--- config.mk ---
export PLATFORM = sky130hd
export DESIGN_NAME = axi_mem_arbiter
export DESIGN_NICKNAME = d
export VERILOG_FILES = /design/src/rtl/axi_mem_arbiter.sv
export SDC_FILE = /design/constraint.sdc
export NUM_CORES = 1
export LEC_CHECK = 0
export ABC_AREA = 1
export BUFFER_PORTS_ARGS = -buffer_cell sky130_fd_sc_hd__buf_2
export CORE_AREA = 4 4 189 191
export DETAILED_ROUTE_END_ITERATION = 8
export DIE_AREA = 0 0 193 195
export GPL_TIMING_DRIVEN = 0
export PLACE_DENSITY = 0.53
export SKIP_LAST_GASP = 1
export SLEW_MARGIN = 10
export SYNTH_ARGS = -nofsm -noshare
export SYNTH_HDL_FRONTEND = slang
export SYNTH_SLANG_ARGS = --single-unit
--- constraint.sdc ---
create_clock -name M_AXI_ACLK -period 1.4 [get_ports M_AXI_ACLK]
set_clock_uncertainty 0.05 [all_clocks]
set_input_delay 0.14 -clock M_AXI_ACLK [delete_from_list [all_inputs] [get_ports M_AXI_ACLK]]
set_output_delay 0.14 -clock M_AXI_ACLK [all_outputs]
set_load 0.005 [all_outputs]
--- src/rtl/axi_mem_arbiter.sv ---
// axi_mem_arbiter: two-requester round-robin front end
// onto a single-beat AXI4 master, one transaction in flight.
module axi_mem_arbiter #(
  parameter int C_M_AXI_DATA_WIDTH = 64,
  parameter int C_M_AXI_ADDR_WIDTH = 32
) (
  input  logic                              M_AXI_ACLK,
  input  logic                              M_AXI_ARESET,
  input  logic [1:0]                        req_valid,
  output logic [1:0]                        req_ready,
  input  logic [1:0]                        req_we,
  input  logic [2*C_M_AXI_ADDR_WIDTH-1:0]   req_addr,
  input  logic [2*C_M_AXI_DATA_WIDTH-1:0]   req_wdata,
  input  logic [2*C_M_AXI_DATA_WIDTH/8-1:0] req_wstrb,
  output logic [1:0]                        rsp_valid,
  output logic [C_M_AXI_DATA_WIDTH-1:0]     rsp_rdata,
  output logic                              rsp_err,
  output logic [C_M_AXI_ADDR_WIDTH-1:0]     M_AXI_AWADDR,
  output logic                              M_AXI_AWVALID,
  input  logic                              M_AXI_AWREADY,
  output logic [C_M_AXI_DATA_WIDTH-1:0]     M_AXI_WDATA,
  output logic [C_M_AXI_DATA_WIDTH/8-1:0]   M_AXI_WSTRB,
  output logic                              M_AXI_WVALID,
  input  logic                              M_AXI_WREADY,
  input  logic [1:0]                        M_AXI_BRESP,
  input  logic                              M_AXI_BVALID,
  output logic                              M_AXI_BREADY,
  output logic [C_M_AXI_ADDR_WIDTH-1:0]     M_AXI_ARADDR,
  output logic                              M_AXI_ARVALID,
  input  logic                              M_AXI_ARREADY,
  input  logic [C_M_AXI_DATA_WIDTH-1:0]     M_AXI_RDATA,
  input  logic [1:0]                        M_AXI_RRESP,
  input  logic                              M_AXI_RVALID,
  output logic                              M_AXI_RREADY
);

  localparam int DW = C_M_AXI_DATA_WIDTH;
  localparam int AW = C_M_AXI_ADDR_WIDTH;
  localparam int SW = DW / 8;

  typedef enum logic [2:0] {
    IDLE,
    WR_ADDR_DATA,
    WR_RESP,
    RD_ADDR,
    RD_DATA,
    RESP
  } state_e;

  state_e          state_q, state_d;
  logic            last_q, last_d;
  logic            own_q, own_d;
  logic [AW-1:0]   addr_q, addr_d;
  logic [DW-1:0]   wdata_q, wdata_d;
  logic [SW-1:0]   wstrb_q, wstrb_d;
  logic            aw_pend_q, aw_pend_d;
  logic            w_pend_q, w_pend_d;
  logic [DW-1:0]   rdata_q, rdata_d;
  logic            err_q, err_d;

  logic            gnt;
  logic            idle_ok;
  logic            accept;
  logic            aw_done;
  logic            w_done;

  always_comb begin
    gnt = 1'b0;
    unique case (req_valid)
      2'b10:   gnt = 1'b1;
      2'b11:   gnt = ~last_q;
      default: gnt = 1'b0;
    endcase
  end

  // Reset gates the combinational ready so nothing is offered mid-reset
  assign idle_ok = (state_q == IDLE) && !M_AXI_ARESET
                && req_valid[gnt];
  assign req_ready = {gnt, ~gnt} & {2{idle_ok}};
  assign accept    = idle_ok;

  assign aw_done = !aw_pend_q || M_AXI_AWREADY;
  assign w_done  = !w_pend_q  || M_AXI_WREADY;

  always_comb begin
    state_d   = state_q;
    last_d    = last_q;
    own_d     = own_q;
    addr_d    = addr_q;
    wdata_d   = wdata_q;
    wstrb_d   = wstrb_q;
    aw_pend_d = aw_pend_q;
    w_pend_d  = w_pend_q;
    rdata_d   = rdata_q;
    err_d     = err_q;
    unique case (state_q)
      IDLE: begin
        if (accept) begin
          last_d  = gnt;
          own_d   = gnt;
          addr_d  = gnt ? req_addr[AW +: AW]
                        : req_addr[0 +: AW];
          wdata_d = gnt ? req_wdata[DW +: DW]
                        : req_wdata[0 +: DW];
          wstrb_d = gnt ? req_wstrb[SW +: SW]
                        : req_wstrb[0 +: SW];
          if (req_we[gnt]) begin
            aw_pend_d = 1'b1;
            w_pend_d  = 1'b1;
            state_d   = WR_ADDR_DATA;
          end else begin
            state_d = RD_ADDR;
          end
        end
      end
      WR_ADDR_DATA: begin
        if (M_AXI_AWREADY) aw_pend_d = 1'b0;
        if (M_AXI_WREADY)  w_pend_d  = 1'b0;
        if (aw_done && w_done) begin
          aw_pend_d = 1'b0;
          w_pend_d  = 1'b0;
          state_d   = WR_RESP;
        end
      end
      WR_RESP: begin
        if (M_AXI_BVALID) begin
          err_d   = |M_AXI_BRESP;
          rdata_d = '0;
          state_d = RESP;
        end
      end
      RD_ADDR: begin
        if (M_AXI_ARREADY) state_d = RD_DATA;
      end
      RD_DATA: begin
        if (M_AXI_RVALID) begin
          err_d   = |M_AXI_RRESP;
          rdata_d = M_AXI_RDATA;
          state_d = RESP;
        end
      end
      RESP:    state_d = IDLE;
      default: state_d = IDLE;
    endcase
  end

  always_ff @(posedge M_AXI_ACLK) begin
    if (M_AXI_ARESET) begin
      state_q   <= IDLE;
      last_q    <= 1'b1;
      own_q     <= 1'b0;
      addr_q    <= '0;
      wdata_q   <= '0;
      wstrb_q   <= '0;
      aw_pend_q <= 1'b0;
      w_pend_q  <= 1'b0;
      rdata_q   <= '0;
      err_q     <= 1'b0;
    end else begin
      state_q   <= state_d;
      last_q    <= last_d;
      own_q     <= own_d;
      addr_q    <= addr_d;
      wdata_q   <= wdata_d;
      wstrb_q   <= wstrb_d;
      aw_pend_q <= aw_pend_d;
      w_pend_q  <= w_pend_d;
      rdata_q   <= rdata_d;
      err_q     <= err_d;
    end
  end

  assign M_AXI_AWADDR  = addr_q;
  assign M_AXI_ARADDR  = addr_q;
  assign M_AXI_WDATA   = wdata_q;
  assign M_AXI_WSTRB   = wstrb_q;
  assign M_AXI_AWVALID = (state_q == WR_ADDR_DATA) && aw_pend_q;
  assign M_AXI_WVALID  = (state_q == WR_ADDR_DATA) && w_pend_q;
  assign M_AXI_BREADY  = (state_q == WR_RESP);
  assign M_AXI_ARVALID = (state_q == RD_ADDR);
  assign M_AXI_RREADY  = (state_q == RD_DATA);

  assign rsp_valid = {own_q, ~own_q}
                   & {2{state_q == RESP}};
  assign rsp_rdata = rdata_q;
  assign rsp_err   = err_q;

endmodule

==> flow_summary.json <==
{
  "core-area_um2": 34100,
  "placed_cell_area_um2": 10700,
  "grt-ovfl-total": 0,
  "cp.arrival_ns": 2.07,
  "finalWorstSetupSlack_ns": -0.398,
  "num_rows": 68,
  "r2r_end": "M_AXI_WDATA[47]",
  "vias_per_cell": 4.46,
  "cp_data_required_time_ns": 1.67,
  "setup_viol": 184,
  "end_kind": "flip-flop",
  "r2r-start": "state_q[1]",
  "syn-num-nets": 1393,
  "hold_path.class": "in2reg",
  "tritoncts": "yes",
  "reg2reg_depth": 11,
  "fin_crit_ns": 1.80,
  "track_usage_pct": 20.8,
  "synth_warnings": 0,
  "routed_wl_mm": 43.7,
  "path_max_fanout": 6,
  "wl_per_cell_um": 17.9,
  "root_buffer": "clkbuf_16",
  "ys.flop_type": "dfxtp_1",
  "synth.area.top_cells": "dfxtp_1, nand2_1, a21oi_1, nor2_1, inv_1",
  "grt_max_degree": 18,
  "stdcell_area_um2": 16800,
  "netlist_instances": 1106,
  "tightest_slew_ns": 0.876,
  "grt_pass1_vias": 10745,
  "ioPinCount": 497,
  "ant_nets": 0,
  "rsz0062_at_grt": "true",
  "htreeDepth": 4,
  "outcome": "finished, violations left",
  "fp.dieH_um": 195,
  "final_nets": 2257,
  "ys_seq_elements": 176,
  "synth_common_cells": "nand2_1, a21oi_1, dfxtp_1",
  "grt_first_pass_wirelength_mm": 60.6,
  "synth_most_common_cell": "nand2_1",
  "maxCapViolations": 0,
  "violations": "setup timing",
  "reg2reg_slack_ns": -0.40,
  "syn2layout_area_growth_pct": 119,
  "start_kind": "flip-flop",
  "post-route-drc-count": 0,
  "hpwl_mm": 27.7,
  "clk_pin_slew_ns": 0.08,
  "synth_edf_count": 0,
  "globalplace.congestion": 0.805,
  "finalHoldViolations": 0,
  "fmax_ghz": 0.556,
  "synth_top_area_cell": "dfxtp_1",
  "post-route-util_pct": 49.2,
  "crit_type": "reg2reg",
  "crit_start": "state_q[1]",
  "numCtsBuffers": 17,
  "finalCritPeriodShare_pct": 128,
  "synth.distinct_cells": 23,
  "max-clock-path-buffers": 2,
  "power_density_nw_per_um2": 1340,
  "slew_headroom_pct": 41.6,
  "power_leakage_nw": 7.72,
  "numClockSinks": 176,
  "clk_latency_ns": 0.46,
  "ys_seq_area_share_pct": 45.9,
  "async_flop_share_pct": 0,
  "hold_path_depth": 5,
  "vias": 10874,
  "post-place-ws_ns": -0.590,
  "drv_slew": 0,
  "die_x_um": 193,
  "antenna_found_initial": 1,
  "hold_ws_ns": 0.0387,
  "crit_path_end": "M_AXI_WDATA[47]",
  "avgSynthCellArea_um2": 6.94,
  "drt-initial-drc-count": 506,
  "fin_tns_setup_ns": -48.70,
  "synth_top_area_share_pct": 45.9,
  "ir_worst_vdd_mv": 0.828,
  "drive_above_1_share_pct": 47.9,
  "fp.dieArea_um2": 37600,
  "port-buffer-count": 496,
  "firstDrtPassIters": 5,
  "synth_area_um2": 7670,
  "initial_core_util_pct": 22.5
}
-- layout by cell type (no fill, tap or decap), types with 2 or more instances in the layout --
master	netlist	final
o21ai_1	1	3
inv_6	0	4
clkbuf_16	0	21
buf_2	25	498
buf_4	35	63
o21ai_0	5	2
nand2_4	2	31
buf_6	14	28
a21oi_2	0	127
inv_1	87	84
nand2_2	1	18
clkbuf_4	0	3
dlygate4sd3_1	0	264
clkinvlp_4	0	7
nand2_1	370	323
dfxtp_1	176	173
nand3_1	7	2
nand3_4	0	4
a21oi_1	248	120
inv_8	0	4
clkbuf_1	23	20
nor2_2	2	17
buf_12	0	27
buf_16	0	12
nor2_4	4	41
inv_2	6	6
bufbuf_16	0	3
buf_8	0	22
inv_4	0	2
nor2_1	91	39
dfxtp_4	0	3
-- cell families after synthesis --
kind of cell	share of synthesized area, %
and+or+nand+nor	24.4
DFF	45.9
AOI/OAI and AO/OA	16.7
buffers and inverters	13.0
-- area by class of cell --
type	count	area [µm²]
Fill cell	3099	17300
Timing Repair inverter	1	7.51
Antenna cell	1	2.50
Multi-Input combinational cell	736	4310
Clock inverter	15	149
Timing Repair Buffer	849	6530
Sequential cell	176	3530
Clock buffer	17	425
Buffer	95	886
Inverter	94	370
Tap cell	455	569
-- how the worst min path moves through the flow --
stage	from	end	slack (ns)
after floorplan	M_AXI_ARESET	state_q[2]	0.23
after global placement	req_wstrb[15]	M_AXI_WSTRB[7]	0.34
after detailed placement	M_AXI_RDATA[25]	rsp_rdata[25]	0.35
after CTS	req_wdata[83]	M_AXI_WDATA[19]	0.005
after global routing	req_wdata[83]	M_AXI_WDATA[19]	0.04
final	req_wstrb[0]	M_AXI_WSTRB[0]	0.04
-- sequential cells by signal, indices dropped and copies added, names as in the netlist --
register / flops
aw_pend_q: 1
M_AXI_WDATA: 64
last_q: 1
w_pend_q: 1
rsp_err: 1
state_q: 3
M_AXI_ARADDR: 32
rsp_rdata: 64
own_q: 1
M_AXI_WSTRB: 8
-- metrics by stage --
stage          std cells  power, mW
6_report            2439       22.5
2_1_floorplan       1106       9.50
4_1_cts             2423       20.5
5_1_grt             2439       23.7
3_3_place_gp        2057       12.0
3_5_place_dp        2057       12.1
-- worst max-delay path, cell delays in order (launching register included) --
cell and delay, ns:
dfxtp_4 0.36, nor2_4 0.13, nand2_4 0.08, buf_6 0.13
nor2_4 0.14, buf_12 0.16, buf_12 0.14, buf_12 0.11
buf_16 0.12, nor2_4 0.03, a21oi_2 0.13, a21oi_2 0.07
-- repair_timing --
item / 4_1_cts / 5_1_grt
endpoints found under the hold margin: 169 / 0
gates cloned: 22 / 5
gates resized for setup: 146 / 352
hold buffers: 264 / 0
setup buffers: 48 / 22
pin swaps: 22 / 125
setup endpoints to repair: 185 / 185
-- routing by layer --
layer	share of wire (%)	global-route usage (%)	up-vias
met5	0	0	-
met4	3.4	7.58	0
met3	6.5	4.27	90
met2	50	36.6	450
met1	41	25.0	5162
li1	-	-	5172
-- power by group --
part | leakage (nW) | internal, mW | switching, mW
registers | 1.43 | 5.82 | 0.530
logic | 6.02 | 6.01 | 5.22
clock network | 0.265 | 2.50 | 2.39
No activity file was read; power rests on OpenSTA's default activity.
